$ cat config.mk
export PLATFORM = sky130hd
export DESIGN_NAME = mem_arbiter
export DESIGN_NICKNAME = d
export VERILOG_FILES = /design/src/rtl/mem_arbiter.sv
export SDC_FILE = /design/constraint.sdc
export NUM_CORES = 1
export LEC_CHECK = 0
export ABC_AREA = 1
export CORE_AREA = 2 2 109 111
export DETAILED_ROUTE_END_ITERATION = 8
export DIE_AREA = 0 0 111 113
export HOLD_SLACK_MARGIN = 0.05
export PLACE_DENSITY = 0.8
export SLEW_MARGIN = 20
export SYNTH_ARGS = -nofsm -noshare
export SYNTH_HDL_FRONTEND = slang
export SYNTH_SLANG_ARGS = --single-unit
$ cat constraint.sdc
create_clock -name clk -period 4.3 [get_ports clk]
set_input_delay 1.29 -clock clk [delete_from_list [all_inputs] [get_ports clk]]
set_output_delay 1.29 -clock clk [all_outputs]
set_load 0.01 [all_outputs]
$ cat src/rtl/mem_arbiter.sv
// rtl/mem_arbiter.sv - IFU/LSU arbiter onto one memory port with a response watchdog.
// Optional MEM_ARB_ROUND_ROBIN_EN: alternate grants under contention instead of fixed LSU priority.
module mem_arbiter #(
    parameter int ADDR_W  = 32,
    parameter int DATA_W  = 32,
    parameter int TIMEOUT = 255
) (
    input  logic                clk,
    input  logic                rst,
    input  logic                ifu_req_valid,
    output logic                ifu_req_ready,
    input  logic [ADDR_W-1:0]   ifu_addr,
    output logic                ifu_resp_valid,
    input  logic                ifu_resp_ready,
    output logic [DATA_W-1:0]   ifu_rdata,
    output logic                ifu_resp_err,
    input  logic                lsu_req_valid,
    output logic                lsu_req_ready,
    input  logic [ADDR_W-1:0]   lsu_addr,
    input  logic                lsu_wen,
    input  logic [DATA_W-1:0]   lsu_wdata,
    input  logic [DATA_W/8-1:0] lsu_wmask,
    output logic                lsu_resp_valid,
    input  logic                lsu_resp_ready,
    output logic [DATA_W-1:0]   lsu_rdata,
    output logic                lsu_resp_err,
    output logic                mem_req_valid,
    input  logic                mem_req_ready,
    output logic [ADDR_W-1:0]   mem_addr,
    output logic                mem_wen,
    output logic [DATA_W-1:0]   mem_wdata,
    output logic [DATA_W/8-1:0] mem_wmask,
    input  logic                mem_resp_valid,
    output logic                mem_resp_ready,
    input  logic [DATA_W-1:0]   mem_rdata
);
    localparam int MASK_W  = DATA_W / 8;
    localparam int TIMER_W = $clog2(TIMEOUT + 1);

    typedef enum logic [1:0] {IDLE, SEND_REQ, WAIT_RESP} state_t;

    state_t              r_state;
    state_t              w_state_nxt;
    logic                r_owner_lsu;
    logic [TIMER_W-1:0]  r_timer;
    logic [ADDR_W-1:0]   r_addr;
    logic                r_wen;
    logic [DATA_W-1:0]   r_wdata;
    logic [MASK_W-1:0]   r_wmask;

    logic w_prefer_lsu;
    logic w_grant_lsu;
    logic w_grant_ifu;
    logic w_handshake;
    logic w_timed_out;
    logic w_owner_resp_ready;
    logic w_resp_valid;
    logic [DATA_W-1:0] w_resp_data;

`ifdef MEM_ARB_ROUND_ROBIN_EN
    logic r_last_lsu;

    always_ff @(posedge clk) begin
        if (rst)
            r_last_lsu <= 1'b0;
        else if (w_handshake)
            r_last_lsu <= w_grant_lsu;
    end

    assign w_prefer_lsu = ~r_last_lsu;
`else
    assign w_prefer_lsu = 1'b1;
`endif

    // Contention is resolved by w_prefer_lsu; a lone requester always wins.
    assign w_grant_lsu = lsu_req_valid & (~ifu_req_valid | w_prefer_lsu);
    assign w_grant_ifu = ifu_req_valid & ~w_grant_lsu;
    assign w_handshake = (r_state == IDLE) & (lsu_req_valid | ifu_req_valid);

    assign w_timed_out        = (r_state == WAIT_RESP) && (r_timer == TIMER_W'(TIMEOUT));
    assign w_owner_resp_ready = r_owner_lsu ? lsu_resp_ready : ifu_resp_ready;
    assign w_resp_valid       = (r_state == WAIT_RESP) & (w_timed_out | mem_resp_valid);
    assign w_resp_data        = w_timed_out ? '0 : mem_rdata;

    assign mem_req_valid = (r_state == SEND_REQ);
    assign mem_addr      = r_addr;
    assign mem_wen       = r_wen;
    assign mem_wdata     = r_wdata;
    assign mem_wmask     = r_wmask;

    always_ff @(posedge clk) begin
        if (rst)
            r_state <= IDLE;
        else
            r_state <= w_state_nxt;
    end

    always_comb begin
        w_state_nxt    = r_state;
        ifu_req_ready  = 1'b0;
        lsu_req_ready  = 1'b0;
        ifu_resp_valid = 1'b0;
        lsu_resp_valid = 1'b0;
        ifu_rdata      = '0;
        lsu_rdata      = '0;
        ifu_resp_err   = 1'b0;
        lsu_resp_err   = 1'b0;
        mem_resp_ready = 1'b0;
        case (r_state)
            IDLE: begin
                ifu_req_ready = w_grant_ifu;
                lsu_req_ready = w_grant_lsu;
                if (w_handshake)
                    w_state_nxt = SEND_REQ;
            end
            SEND_REQ: begin
                if (mem_req_ready)
                    w_state_nxt = WAIT_RESP;
            end
            WAIT_RESP: begin
                // After a timeout the slave is cut off; the owner sees an error beat instead.
                mem_resp_ready = ~w_timed_out & w_owner_resp_ready;
                if (r_owner_lsu) begin
                    lsu_resp_valid = w_resp_valid;
                    lsu_rdata      = w_resp_data;
                    lsu_resp_err   = w_timed_out;
                end else begin
                    ifu_resp_valid = w_resp_valid;
                    ifu_rdata      = w_resp_data;
                    ifu_resp_err   = w_timed_out;
                end
                if (w_resp_valid & w_owner_resp_ready)
                    w_state_nxt = IDLE;
            end
            default: w_state_nxt = IDLE;
        endcase
    end

    always_ff @(posedge clk) begin
        if (rst) begin
            r_owner_lsu <= 1'b0;
            r_timer     <= '0;
            r_addr      <= '0;
            r_wen       <= 1'b0;
            r_wdata     <= '0;
            r_wmask     <= '0;
        end else begin
            case (r_state)
                IDLE: begin
                    if (w_handshake) begin
                        r_owner_lsu <= w_grant_lsu;
                        r_addr      <= w_grant_lsu ? lsu_addr : ifu_addr;
                        r_wen       <= w_grant_lsu & lsu_wen;
                        r_wdata     <= w_grant_lsu ? lsu_wdata : '0;
                        r_wmask     <= w_grant_lsu ? lsu_wmask : '0;
                    end
                end
                SEND_REQ: begin
                    if (mem_req_ready)
                        r_timer <= '0;
                end
                WAIT_RESP: begin
                    if (!mem_resp_valid && !w_timed_out)
                        r_timer <= r_timer + TIMER_W'(1);
                end
                default: ;
            endcase
        end
    end
endmodule

==> flow_metrics.tcl, run 1 <==
set metrics [dict create \
    status "finished clean" \
    netSwitchingPower_mw 0.570 \
    numClockSinks 80 \
    wl_met2_mm 6.53 \
    syn-cell-area_um2 3850 \
    yosysWarningCount 0 \
    slew_headroom_pct 34.8 \
    grt_pass1_vias 4281 \
    dp_worst_setup_slack_ns 0.354 \
    hold_start "mem_wdata[6]$_SDFFE_PP0P_" \
    max_cap_violations 0 \
    crit_type "in2out" \
    worst_path_most_repeated_cell "clkdlybuf4s50_1" \
    finalHoldViolCount 0 \
    cts_tree "done" \
    synth_seq_cells 80 \
    drc 0 \
    hold_depth 2 \
    power.total_mw 2.09 \
    cpPeakStageDelay_ns 0.61 \
    fmax_mhz 255 \
    hold_ws_ns 0.457 \
    io_pins 282 \
    nets 992 \
    instances_no_fill 1000 \
    grt_pass1_wl_mm 21.3 \
    r2r-end "r_timer[3]$_SDFFE_PP0P_" \
    cts-root-buf "clkbuf_16" \
    r2r-start "r_timer[0]$_SDFFE_PP0P_" \
    synthTopCellsByArea "dfxtp_1 42%, a21oi_1 14%, nand2_1 14%" \
    cp_data_arrival_time_ns 2.63 \
    leakage_nw 2.79 \
    dpl_cell_area_um2 6670 \
    cts_buffer_depth 2 \
    antenna_found_initial 2 \
    p_int_mw 1.52 \
    combPwrFrac_pct 26.1 \
    fin_skew_ns 0.00685 \
    overflow 0 \
    reg2reg_setup_slack_ns 2.52 \
    crit_chain "clkdlybuf4s50_1 > mux2i_1 > nor3_1 > clkdlybuf4s50_1" \
    num_rows 39 \
    clkSlewWorstSetupHoldPaths_ns 0.06 \
    startpoint "ifu_resp_ready" \
    track_usage_pct 20.9 \
    met1Wirelength_mm 5.25 \
    drt_first_pass_iters 4 \
    layout_common_cells "280 x clkdlybuf4s50_1, 141 x nand2_1, 117 x nor2_1, 109 x a21oi_1, 80 x dfxtp_1" \
    place_congestion 0.792 \
    yosys.area.top_type "dfxtp_1" \
    io_buffers 281 \
    finalWorstSetupSlack_ns 0.380 \
    cp_max_fo 2 \
    synth_flop_cell "dfxtp_1" \
    p_per_area_nw_per_um2 300 \
    tightest_slew_ns 0.977 \
    clkLatencyLatePin_ns 0.33 \
    endpoint_kind "output pin" \
    vias 4606 \
    p_clk_share_pct 33.6 \
    fin_crit_ns 3.92 \
    pwr-share-seq_pct 40.3 \
    drv_slew 0 \
    synth_area_per_cell_um2 6.51 \
    synth_seq_area_share_pct 41.6 \
    dpl.cell_count 982 \
    synth_fp_nets 733 \
    synthArstFlopShare_pct 0 \
    final_area_um2 6950 \
    setup_tns_ns 0 \
    cts_max_level 3 \
    die_h_um 113 \
    area_growth_pct 80.5 \
    cts_hold_buf 0 \
    worstPathRequired_ns 3.01 \
    cp-start-kind "input pin" \
    wl_met3_mm 1.17 \
    start_util_pct 34.1 \
    synth_cells 591 \
    worst_path_max_delay_cell "clkdlybuf4s50_1" \
    synth-edff-count 0 \
    totalWireLength_mm 13.3 \
    period_share_pct 91.2 \
    min_path_type "reg2reg" \
    final-setup-viol-count 0 \
    p_sw_share_pct 27.3 \
    grt_max_degree 65 \
    die-area_um2 12500 \
    cts-buffers-inserted 9 \
    topRoutingLayerUsed "met4" \
    rsz0062_at_grt "no" \
    synth_top_area_share_pct 41.6 \
    dp_hpwl_mm 9.96 \
    reg2regPathDepth 8 \
    hold-path-endpoint "mem_wdata[6]$_SDFFE_PP0P_" \
    final_util_pct 61.6 \
    cts_setup_buffers 0 \
    ant_nets 0 \
    drtIter0Drc 273 \
    yosysUniqueCellTypes 23 \
    die_width_um 111 \
    cts-resized-gates 0 \
    ir_worst_vdd_mv 0.228 \
    core-area_um2 11300 \
    wl_per_cell_um 13.3 \
    drive_gt1_share_pct 3.27 \
    vias_per_cell 4.61 \
    final_common_cell "clkdlybuf4s50_1" \
]
sequential cells by signal, summed over array words and instances, names as in the netlist:
| name | count |
|---|---|
| r_state | 2 |
| mem_wen | 1 |
| mem_wdata | 32 |
| r_timer | 8 |
| mem_addr | 32 |
| mem_wmask | 4 |
| r_owner_lsu | 1 |
kinds of logic (layout without fill, tap and decap cells):
group,count (synthesis),count (layout),synth area share [%]
adders and majority gates,1,1,0.325
DFF,80,80,41.6
and+or+nand+nor,273,273,27.5
xor gates and xnor gates,2,2,0.455
AOI/OAI and AO/OA,145,145,19.2
buffers and inverters,89,353,10.7
muxes,1,1,0.260
other,0,2,0
routing by layer:
layer	GRT usage, %	vias up
li1	-	2386
met1	23.1	2009
met2	36.6	188
met3	7.55	23
met4	8.33	0
met5	0	-
cells in the mapped netlist, types with 2 or more instances:
master,number
nand3_1,9
buf_6,4
nand3_2,2
dfxtp_1,80
o21bai_1,2
nor2_1,117
buf_1,3
nand3b_1,2
clkbuf_1,12
o21ai_0,32
inv_1,47
buf_2,14
buf_4,8
a21oi_1,109
nand2_1,142
worst max path at each step:
| stage | cells past startpoint | endpoint | slack (ns) |
|---|---|---|---|
| 5_1_grt | 4 | mem_resp_ready | 0.33 |
| 2_1_floorplan | 3 | ifu_req_ready | 1.17 |
| 3_5_place_dp | 4 | mem_resp_ready | 0.35 |
| 6_report | 4 | mem_resp_ready | 0.38 |
| 3_3_place_gp | 4 | mem_resp_ready | 0.34 |
| 4_1_cts | 4 | mem_resp_ready | 0.35 |
power by group through the flow:
stage | Sequential, mW | Clock (mW) | Combinational, mW
global placement | 0.853 | 0 | 0.543
finish | 0.841 | 0.701 | 0.545
global route | 0.848 | 0.755 | 0.595
detailed placement | 0.855 | 0 | 0.547
CTS | 0.841 | 0.721 | 0.549
floorplan | 0.883 | 0 | 0.205
worst max-delay path: cells and delay by family:
kind,cells,cell delay (ns)
buf+inv,2,1.08
mux,1,0.09
simple gates,1,0.18
final cells by class:
type	count	area, um^2
fillers	1029	4330
diodes	2	5.00
multi-input cells	422	1840
well taps	143	179
clock buffers	12	246
repair buffers	289	2870
inverters	48	180
clock inverters	4	28.8
flip-flops and latches	80	1600
Power figures use the tool's default switching activity.
==> run 2, diff against run 1 <==
--- a/config.mk
+++ b/config.mk
@@ -6,11 +6,12 @@
 export NUM_CORES = 1
 export LEC_CHECK = 0
 export ABC_AREA = 1
-export CORE_AREA = 2 2 109 111
+export CORE_ASPECT_RATIO = 0.5
+export CORE_MARGIN = 2
+export CORE_UTILIZATION = 37
 export DETAILED_ROUTE_END_ITERATION = 8
-export DIE_AREA = 0 0 111 113
 export HOLD_SLACK_MARGIN = 0.05
-export PLACE_DENSITY = 0.8
+export PLACE_DENSITY = 0.86
 export SLEW_MARGIN = 20
 export SYNTH_ARGS = -nofsm -noshare
 export SYNTH_HDL_FRONTEND = slang
==> flow_metrics.tcl, run 2 (synthesis gave the netlist of run 1 again) <==
set metrics [dict create \
    diodes 0 \
    p_per_area_nw_per_um2 308 \
    min_path_type "reg2reg" \
    ant_nets 0 \
    ir_worst_vdd_mv 0.210 \
    final-setup-viol-count 0 \
    grt_pass1_vias 4349 \
    worst_path_max_delay_cell "clkdlybuf4s50_1" \
    drive_gt1_share_pct 3.04 \
    worstPathRequired_ns 3.01 \
    totalWireLength_mm 13.4 \
    hold_depth 2 \
    fill_cells 825 \
    place_congestion 0.804 \
    grt_max_degree 65 \
    setup_tns_ns 0 \
    die_h_um 76.1 \
    reg2reg_setup_slack_ns 2.48 \
    leakage_nw 2.80 \
    cts_buffer_depth 2 \
    drv_slew 0 \
    fin_crit_ns 3.94 \
    cts-buffers-inserted 9 \
    seq_area_um2 1600 \
    crit_chain "ha_1 > nand3_2 > nor2_1 > nand3_2 > buf_4 > nand2_1 > nor2_1 > clkdlybuf4s50_1" \
    layout_common_cells "280 x clkdlybuf4s50_1, 142 x nand2_1, 117 x nor2_1, 109 x a21oi_1, 80 x dfxtp_1" \
    clkSlewWorstSetupHoldPaths_ns 0.06 \
    r2r-end "r_timer[3]$_SDFFE_PP0P_" \
    nets 992 \
    cp.buffers_inverters 2 \
    endpoint_kind "output pin" \
    max_cap_violations 0 \
    drtIter0Drc 270 \
    wl_per_cell_um 13.5 \
    track_usage_pct 23.0 \
    worst-path-stages 8 \
    drc 0 \
    tightest_slew_ns 0.960 \
    grt_pass1_wl_mm 21.2 \
    drt_first_pass_iters 5 \
    fmax_mhz 254 \
    cp_data_arrival_time_ns 2.65 \
    area_growth_pct 80.6 \
    critPathTopFamily "simple AND/OR/NAND/NOR gates" \
    vias_per_cell 4.73 \
    status "finished clean" \
    slew_headroom_pct 35.9 \
    cp_max_fo 28 \
    cp-start-kind "flip-flop" \
    fin_skew_ns 0.00310 \
    finalHoldViolCount 0 \
    io_pins 282 \
    clkLatencyLatePin_ns 0.33 \
    final_util_pct 68.5 \
    cts_setup_buffers 0 \
    cts_tree "done" \
    dp_hpwl_mm 9.85 \
    core-area_um2 10100 \
    cts_hold_buf 0 \
    rsz0062_at_grt "no" \
    cts-root-buf "clkbuf_16" \
    vias 4702 \
    final_common_cell "clkdlybuf4s50_1" \
    cts-resized-gates 0 \
    num_rows 26 \
    period_share_pct 91.7 \
    reg2regPathDepth 8 \
    cts_max_level 3 \
    multi_input_area_um2 1830 \
    startpoint "r_timer[0]$_SDFFE_PP0P_" \
    die-area_um2 11300 \
    overflow 0 \
    io_buffers 281 \
    cpPeakStageDelay_ns 0.50 \
    numClockSinks 80 \
    start_util_pct 37.9 \
    worstSetupEndpoint "lsu_rdata[3]" \
    r2r-start "r_timer[0]$_SDFFE_PP0P_" \
    crit_type "reg2out" \
    antenna_found_initial 0 \
    die_width_um 148 \
]
==> run 2: worst reg2reg max path, cell delays in order (launching register included) <==
cell	delay (ns)
dfxtp_1	0.35
ha_1	0.23
inv_1	0.06
nor2_1	0.10
nand2_1	0.06
nand3b_1	0.35
nand2_1	0.29
a21oi_1	0.22
nor2_1	0.05
==> run 2: per-stage QoR <==
step / setup slack [ns] / instances / hold WS (ns) / area, um^2 / power (mW)
after floorplan: 1.17 / 591 / 0.483 / 3850 / 1.09
after global placement: 0.424 / 979 / 0.447 / 6660 / 1.39
after detailed placement: 0.419 / 979 / 0.453 / 6660 / 1.40
after CTS: 0.334 / 994 / 0.460 / 6950 / 2.15
after global routing: 0.104 / 994 / 0.482 / 6950 / 2.24
final: 0.356 / 994 / 0.459 / 6950 / 2.14
==> run 2: layer usage <==
layer  vias up  GRT usage [%]  wire (um)
met5         -              0          0
met4         0           9.24        464
met3        36           6.29        865
met2       177           42.4       6930
met1      2104           25.0       5160
li1       2385              -          -
==> run 2: how the worst min path moves through the flow <==
stage / from / end / slack, ns
5_1_grt: mem_wdata[20]$_SDFFE_PP0P_ / mem_wdata[20]$_SDFFE_PP0P_ / 0.48
3_5_place_dp: mem_wdata[12]$_SDFFE_PP0P_ / mem_wdata[12]$_SDFFE_PP0P_ / 0.45
3_3_place_gp: mem_wdata[26]$_SDFFE_PP0P_ / mem_wdata[26]$_SDFFE_PP0P_ / 0.45
2_1_floorplan: mem_wdata[15]$_SDFFE_PP0P_ / mem_wdata[15]$_SDFFE_PP0P_ / 0.48
6_report: mem_wdata[12]$_SDFFE_PP0P_ / mem_wdata[12]$_SDFFE_PP0P_ / 0.46
4_1_cts: mem_wdata[26]$_SDFFE_PP0P_ / mem_wdata[26]$_SDFFE_PP0P_ / 0.46
==> run 2: layout make-up <==
type                       instances  share of cell area (%)
timing repair buffer             289                    41.3
multi-input combinational        422                    26.4
sequential                        80                    23.1
clock buffer                      12                    3.55
inverter                          48                    2.59
tap                              140                    2.52
clock inverter                     3                   0.612
==> run 2: power breakdown <==
part           switching [mW]  internal, mW
combinational           0.248         0.301
sequential             0.0333         0.808
clock                   0.286         0.462
